## config.mk

```make
export PLATFORM = sky130hd
export DESIGN_NAME = kul8_seq_sched
export DESIGN_NICKNAME = d
export VERILOG_FILES = /design/src/rtl/kul8_seq_sched.sv
export SDC_FILE = /design/constraint.sdc
export NUM_CORES = 1
export LEC_CHECK = 0
export ABC_AREA = 0
export BUFFER_PORTS_ARGS = -buffer_cell sky130_fd_sc_hd__buf_2
export CAP_MARGIN = 20
export CORE_MARGIN = 4
export CORE_UTILIZATION = 30
export CTS_CLUSTER_DIAMETER = 60
export DETAILED_ROUTE_END_ITERATION = 10
export GPL_TIMING_DRIVEN = 0
export PLACE_DENSITY = 0.53
export SLEW_MARGIN = 10
export SYNTH_ARGS = -nofsm -noshare
export SYNTH_HDL_FRONTEND = slang
export SYNTH_SLANG_ARGS = --single-unit
export TNS_END_PERCENT = 30
```

## constraint.sdc

```tcl
create_clock -name clk -period 9.2 [get_ports clk]
set_clock_uncertainty 0.1 [all_clocks]
set_input_delay 1.38 -clock clk [delete_from_list [all_inputs] [get_ports clk]]
set_output_delay 1.38 -clock clk [all_outputs]
set_load 0.1 [all_outputs]
```

## src/rtl/kul8_seq_sched.sv

```systemverilog
// Sequential 8x8 approximate multiplier: one Kul4 4x4 core time-shared over four steps.
// Optional macro KUL_SEQ_ZERO_SKIP_EN: zero operands bypass CALC and finish on the accept edge.
module kul8_seq_sched #(
    parameter int REG_PP = 0
) (
    input  logic        clk,
    input  logic        rst,
    input  logic        in_valid,
    output logic        in_ready,
    input  logic [7:0]  a,
    input  logic [7:0]  b,
    output logic        out_valid,
    input  logic        out_ready,
    output logic [15:0] y,
    output logic        busy
);

    typedef enum logic [1:0] {
        S_IDLE,
        S_CALC,
        S_FLUSH,
        S_DONE
    } state_t;

    state_t      state_q, state_d;
    logic [7:0]  a_q, a_d;
    logic [7:0]  b_q, b_d;
    logic [15:0] acc_q, acc_d;
    logic [1:0]  step_q, step_d;
    logic [15:0] term_q, term_d;
    logic [15:0] y_q, y_d;

    logic [3:0]  a_nib;
    logic [3:0]  b_nib;
    logic [7:0]  pp;
    logic [15:0] term_now;

    // 2x2 digit product: exact except 3x3, which gives 7
    function automatic logic [3:0] kul2(input logic [1:0] x, input logic [1:0] w);
        logic [3:0] p;
        p = {2'b00, x} * {2'b00, w};
        if (x == 2'd3 && w == 2'd3) begin
            p = 4'd7;
        end
        return p;
    endfunction

    function automatic logic [7:0] kul4(input logic [3:0] x, input logic [3:0] w);
        logic [7:0] p00, p10, p01, p11;
        p00 = {4'b0000, kul2(x[1:0], w[1:0])};
        p10 = {4'b0000, kul2(x[3:2], w[1:0])};
        p01 = {4'b0000, kul2(x[1:0], w[3:2])};
        p11 = {4'b0000, kul2(x[3:2], w[3:2])};
        return p00 + (p10 << 2) + (p01 << 2) + (p11 << 4);
    endfunction

    // Step bit 0 picks the a nibble, bit 1 the b nibble; shift is the sum of nibble weights
    always_comb begin
        a_nib = step_q[0] ? a_q[7:4] : a_q[3:0];
        b_nib = step_q[1] ? b_q[7:4] : b_q[3:0];
        pp    = kul4(a_nib, b_nib);
        case (step_q)
            2'd0:    term_now = {8'h00, pp};
            2'd3:    term_now = {pp, 8'h00};
            default: term_now = {4'h0, pp, 4'h0};
        endcase
    end

    always_comb begin
        state_d = state_q;
        a_d     = a_q;
        b_d     = b_q;
        acc_d   = acc_q;
        step_d  = step_q;
        term_d  = term_q;
        y_d     = y_q;
        case (state_q)
            S_IDLE: begin
                if (in_valid) begin
                    a_d     = a;
                    b_d     = b;
                    acc_d   = '0;
                    step_d  = '0;
                    term_d  = '0;
`ifdef KUL_SEQ_ZERO_SKIP_EN
                    if (a == 8'h00 || b == 8'h00) begin
                        y_d     = '0;
                        state_d = S_DONE;
                    end else begin
                        state_d = S_CALC;
                    end
`else
                    state_d = S_CALC;
`endif
                end
            end
            S_CALC: begin
                step_d = step_q + 2'd1;
                if (REG_PP != 0) begin
                    // Pipelined: add the product registered on the previous edge
                    term_d = term_now;
                    acc_d  = acc_q + term_q;
                    if (step_q == 2'd3) begin
                        state_d = S_FLUSH;
                    end
                end else begin
                    acc_d = acc_q + term_now;
                    if (step_q == 2'd3) begin
                        y_d     = acc_q + term_now;
                        state_d = S_DONE;
                    end
                end
            end
            S_FLUSH: begin
                acc_d   = acc_q + term_q;
                y_d     = acc_q + term_q;
                state_d = S_DONE;
            end
            S_DONE: begin
                if (out_ready) begin
                    state_d = S_IDLE;
                end
            end
        endcase
    end

    always_ff @(posedge clk) begin
        if (rst) begin
            state_q <= S_IDLE;
            a_q     <= '0;
            b_q     <= '0;
            acc_q   <= '0;
            step_q  <= '0;
            term_q  <= '0;
            y_q     <= '0;
        end else begin
            state_q <= state_d;
            a_q     <= a_d;
            b_q     <= b_d;
            acc_q   <= acc_d;
            step_q  <= step_d;
            term_q  <= term_d;
            y_q     <= y_d;
        end
    end

    assign in_ready  = (state_q == S_IDLE);
    assign out_valid = (state_q == S_DONE);
    assign busy      = (state_q != S_IDLE);
    assign y         = y_q;

endmodule
```

==> flow_summary.html <==
<table>
<tr><th>Metric</th><th>Value</th></tr>
<tr><th colspan="2">Final layout</th></tr>
<tr><td>Signed area change from the synthesized netlist to the final layout</td><td>14.6%</td></tr>
<tr><td>Antenna Cells</td><td>0</td></tr>
<tr><td>Final #Nets</td><td>559</td></tr>
<tr><td>Post-Layout Cell Count</td><td>approximately 640</td></tr>
<tr><td>Total of fill cells in the finished design</td><td>about 1,300</td></tr>
<tr><td>Share of cells above drive strength 1</td><td>a little under an eighth</td></tr>
<tr><th colspan="2">Logic synthesis</th></tr>
<tr><td>Main flop type after synthesis</td><td>dfxtp_1</td></tr>
<tr><td>Yosys reg bits</td><td>52</td></tr>
<tr><td>Share of the yosys chip area belonging to registers</td><td>between 20% and 30%</td></tr>
<tr><td>Post-Synthesis Cell Area</td><td>~0.0035 mm2</td></tr>
<tr><td>Post-synth EDFFs</td><td>0</td></tr>
<tr><td>Synthesized net count</td><td>514</td></tr>
<tr><td>Cell count after synthesis</td><td>between 400 and 500</td></tr>
<tr><td>Number of different library cells in the post-synthesis netlist</td><td>52</td></tr>
<tr><td>Count of synthesis-stage warnings from yosys</td><td>0</td></tr>
<tr><td>Async S/R FF share, synth</td><td>0%</td></tr>
<tr><td>Average cell area after synthesis</td><td>about 8 um2</td></tr>
<tr><th colspan="2">CTS</th></tr>
<tr><td>Number of hold buffers added after CTS</td><td>0</td></tr>
<tr><td>CTS tree</td><td>built</td></tr>
<tr><td>H-tree lvl count</td><td>2</td></tr>
<tr><td>Cell at the root of the clock tree</td><td>clkbuf_16</td></tr>
<tr><td>Total clock sinks</td><td>52</td></tr>
<tr><td>Clock latency of the later-clocked register in the worst-skew pair</td><td>about 0.30 ns</td></tr>
<tr><td>Number of buffers created by CTS</td><td>5</td></tr>
<tr><td>Count of cells resized by post-cts repair</td><td>0</td></tr>
<tr><td>Buffer depth of the longest clock path</td><td>2</td></tr>
<tr><td>Clock-pin slew reported for the worst setup and hold paths after clock tree synthesis</td><td>around 0.07 ns</td></tr>
<tr><td>Post CTS Setup Buffer Count</td><td>0</td></tr>
<tr><th colspan="2">Global route</th></tr>
<tr><td>Total track usage</td><td>15.2%</td></tr>
<tr><td>GRT overflow</td><td>0</td></tr>
<tr><td>Maximum number of pins on one net before global-route repair</td><td>17</td></tr>
<tr><td>Vias in the first global route</td><td>approximately 3,300</td></tr>
<tr><td>Wire length of the first global-routing pass</td><td>16,400 um</td></tr>
<tr><td>Number of antenna violations at the first check in global routing</td><td>0</td></tr>
<tr><th colspan="2">Setup path</th></tr>
<tr><td>Critical Path Source Type</td><td>flip-flop</td></tr>
<tr><td>Crit path required time</td><td>just over 9 ns</td></tr>
<tr><td>Cell at the slowest stage of the critical path</td><td>mux2i_1</td></tr>
<tr><td>Cell Chain, Critical Path</td><td>buf_6, mux2i_1, nor2_1, ha_1, ha_1, nor2_1, fa_1, fa_1, nand2b_1, o2bb2ai_1, xnor2_1, o21ai_0, ha_1, nand2_1, or2_2, o21ai_0, nor4b_1, o21bai_1, o21ai_0, a211oi_1</td></tr>
<tr><td>Kind of critical path</td><td>reg -&gt; reg</td></tr>
<tr><td>R2R Path Start</td><td>step_q[1]</td></tr>
<tr><td>Cell family with most CP delay</td><td>adder cells</td></tr>
<tr><td>Start point of the critical path</td><td>step_q[1]</td></tr>
<tr><td>Critical-path maximum fanout</td><td>6</td></tr>
<tr><td>Setup crit end kind</td><td>flip-flop</td></tr>
<tr><td>Data arrival time at the worst-slack endpoint</td><td>about 6 ns</td></tr>
<tr><td>Worst path max stage delay</td><td>0.52 ns</td></tr>
<tr><td>Minimum setup slack among reg-to-reg paths</td><td>3.46 ns</td></tr>
<tr><td>Count of buffer and inverter cells on the critical path</td><td>1</td></tr>
<tr><th colspan="2">Route</th></tr>
<tr><td>Drt via density</td><td>~5.1</td></tr>
<tr><td>Detailed-route wire length per cell</td><td>around 15 um</td></tr>
<tr><td>DRT Pass-1 Iters</td><td>4</td></tr>
<tr><td>Starting DRT DRC Count</td><td>207</td></tr>
<tr><td>Detailed-route wire length</td><td>~9700 um</td></tr>
<tr><td>Drc violations</td><td>0</td></tr>
<tr><td>Vias post-DR</td><td>3,282</td></tr>
<tr><td>Remaining antenna violation count after routing</td><td>0</td></tr>
<tr><th colspan="2">Die</th></tr>
<tr><td>Die X-Extent</td><td>approximately 120 um</td></tr>
<tr><td>Top-level port count</td><td>39</td></tr>
<tr><td>Die Span Y</td><td>between 100 and 150 um</td></tr>
<tr><td>Effective utilization at floorplan</td><td>slightly above 30%</td></tr>
<tr><td>Core region area</td><td>0.0115 mm2</td></tr>
<tr><td>Core Rows</td><td>39</td></tr>
<tr><td>Overall die area</td><td>0.0136 mm2</td></tr>
<tr><th colspan="2">Power</th></tr>
<tr><td>Power density relative to cell area</td><td>222 mW/mm2</td></tr>
<tr><td>Static leakage</td><td>around 1.7 nW</td></tr>
<tr><td>Max rail drop VDD</td><td>105 uV</td></tr>
<tr><th colspan="2">Timing</th></tr>
<tr><td>Tightest slew margin relative to the limit</td><td>47.6%</td></tr>
<tr><td>Final critical-path required period</td><td>between 5 and 6 ns</td></tr>
<tr><td>Final number of setup-violating endpoints</td><td>0</td></tr>
<tr><td>Worst hold slack</td><td>between 0.3 and 0.4 ns</td></tr>
<tr><td>Number of hold violations in the final report</td><td>0</td></tr>
<tr><td>Max frequency</td><td>~0.17 GHz</td></tr>
<tr><td>Setup TNS</td><td>0 ns</td></tr>
<tr><td>Crit share post-route</td><td>62.4%</td></tr>
<tr><td>Total count of max-transition violations in the final report</td><td>0</td></tr>
<tr><td>Setup repair after global routing missed its margin</td><td>no</td></tr>
<tr><td>Slew @ Worst Pin</td><td>about 0.78 ns</td></tr>
<tr><th colspan="2">Min path</th></tr>
<tr><td>Hold WC Path Type</td><td>reg -&gt; reg</td></tr>
<tr><td>Source of the worst hold timing path</td><td>a_q[5]</td></tr>
<tr><th colspan="2">Flow run</th></tr>
<tr><td>Max-cap check violation count</td><td>0</td></tr>
<tr><th colspan="2">Placed design</th></tr>
<tr><td>GP Congestion</td><td>a little over 0.9</td></tr>
<tr><td>Total placed cells including tap cells</td><td>about 640</td></tr>
<tr><td>Half-perimeter wire length after placement</td><td>roughly 7600 um</td></tr>
<tr><td>Port buffer count</td><td>38</td></tr>
<tr><th colspan="2">Outcome</th></tr>
<tr><td>Result of the run</td><td>completed</td></tr>
</table>
## flip-flops by register name (all words and copies together), names as in the netlist
signal	count
acc_q	16
y	16
a_q	8
b_q	8
state_q	2
step_q	2
## cells by family after synthesis
kind of cell               synth area share (%)
buffers and inverters                      5.12
adders and majority gates                  15.4
xor gates and xnor gates                   3.70
AOI/OAI and AO/OA                          22.3
and+or+nand+nor                            20.6
muxes                                      3.60
DFF                                        29.4
## where the power goes
group | internal (W) | switching, W
Sequential | 0.000258 | 0.0000188
Clock | 0.000102 | 0.0000871
Combinational | 0.0000960 | 0.000340
Total | 0.000456 | 0.000446
## synthesized netlist by cell type (3+ instances only)
library cell / n / area, um2
nor2_1: 64 / 240
nand2_1: 62 / 233
dfxtp_1: 52 / 1040
a21oi_1: 41 / 205
ha_1: 34 / 425
inv_1: 25 / 93.8
o21ai_0: 22 / 110
clkbuf_1: 15 / 56.3
a211oi_1: 11 / 82.6
xnor2_1: 11 / 96.3
mux2i_1: 10 / 100
a22oi_1: 9 / 67.6
a21o_1: 8 / 60.1
nand2b_1: 7 / 43.8
fa_1: 6 / 120
nand3_1: 5 / 25.0
nor3_1: 5 / 25.0
or2_2: 5 / 31.3
a2bb2oi_1: 4 / 35.0
xor2_1: 4 / 35.0
a311oi_1: 3 / 26.3
nand4_1: 3 / 18.8
nor2b_1: 3 / 18.8
o211ai_1: 3 / 22.5
o21bai_1: 3 / 22.5
o22ai_1: 3 / 18.8
or3_1: 3 / 18.8
## layout by cell type, fill, tap and decap left out, types with 3 or more instances in the layout
cell       instances
clkbuf_1          16
nand4_1            3
ha_1              34
nor2b_1            3
o22ai_1            3
xnor2_1           11
or2_2              5
nand2_1           62
nand3_1            5
a311oi_1           3
nand2b_1           7
fa_1               6
a22oi_1            9
clkbuf_16          5
o211ai_1           3
xor2_1             4
o21ai_0           22
inv_1             25
a21oi_1           41
dfxtp_1           52
nor3_1             4
nor2_1            64
or3_1              3
mux2i_1           10
a211oi_1          11
o21bai_1           3
a21o_1             8
a2bb2oi_1          4
buf_2             39
## worst reg2reg max path: cells and delay by family, from the launching register on
| family | cells | cell delay [ns] |
|---|---|---|
| muxes | 1 | 0.52 |
| DFF | 1 | 0.35 |
| xor gates and xnor gates | 1 | 0.25 |
| AOI/OAI and AO/OA | 6 | 1.33 |
| buffers and inverters | 1 | 0.14 |
| and+or+nand+nor | 6 | 1.12 |
| adders and majority gates | 5 | 1.85 |
## final cells by class
type                            count  area, um2  share of cell area (%)
Buffer                             19       87.6                    2.16
Clock buffer                        6        129                    3.17
Clock inverter                      2       13.8                   0.339
Inverter                           25       93.8                    2.31
Multi-Input combinational cell    358       2330                    57.3
Sequential cell                    52       1040                    25.6
Tap cell                          143        179                    4.40
Timing Repair Buffer               38        190                    4.68
## final timing paths
check        endpoint  cells past startpoint
max reg2reg     y[14]                     20
max             y[14]                     20
min            a_q[5]                      2
min reg2reg    a_q[5]                      2
## routing by layer
layer	global-route usage [%]	routed length (um)	vias to the layer above
li1	-	-	1679
met1	20.1	4650	1522
met2	26.0	4530	73
met3	2.64	403	8
met4	3.44	87	0
met5	0	0	-
## metrics by stage
step / setup WS (ns) / util, % / area [um2] / power (W)
finish: 3.46 / 35.3 / 4060 / 0.000901
global route: 3.02 / 35.3 / 4060 / 0.000959
CTS: 3.48 / 35.3 / 4060 / 0.000910
detailed placement: 3.49 / 34.0 / 3920 / 0.000721
global placement: 3.61 / 34.0 / 3920 / 0.000714
floorplan: 4.35 / - / 3550 / 0.000623
(Power assumes the default switching activity.)
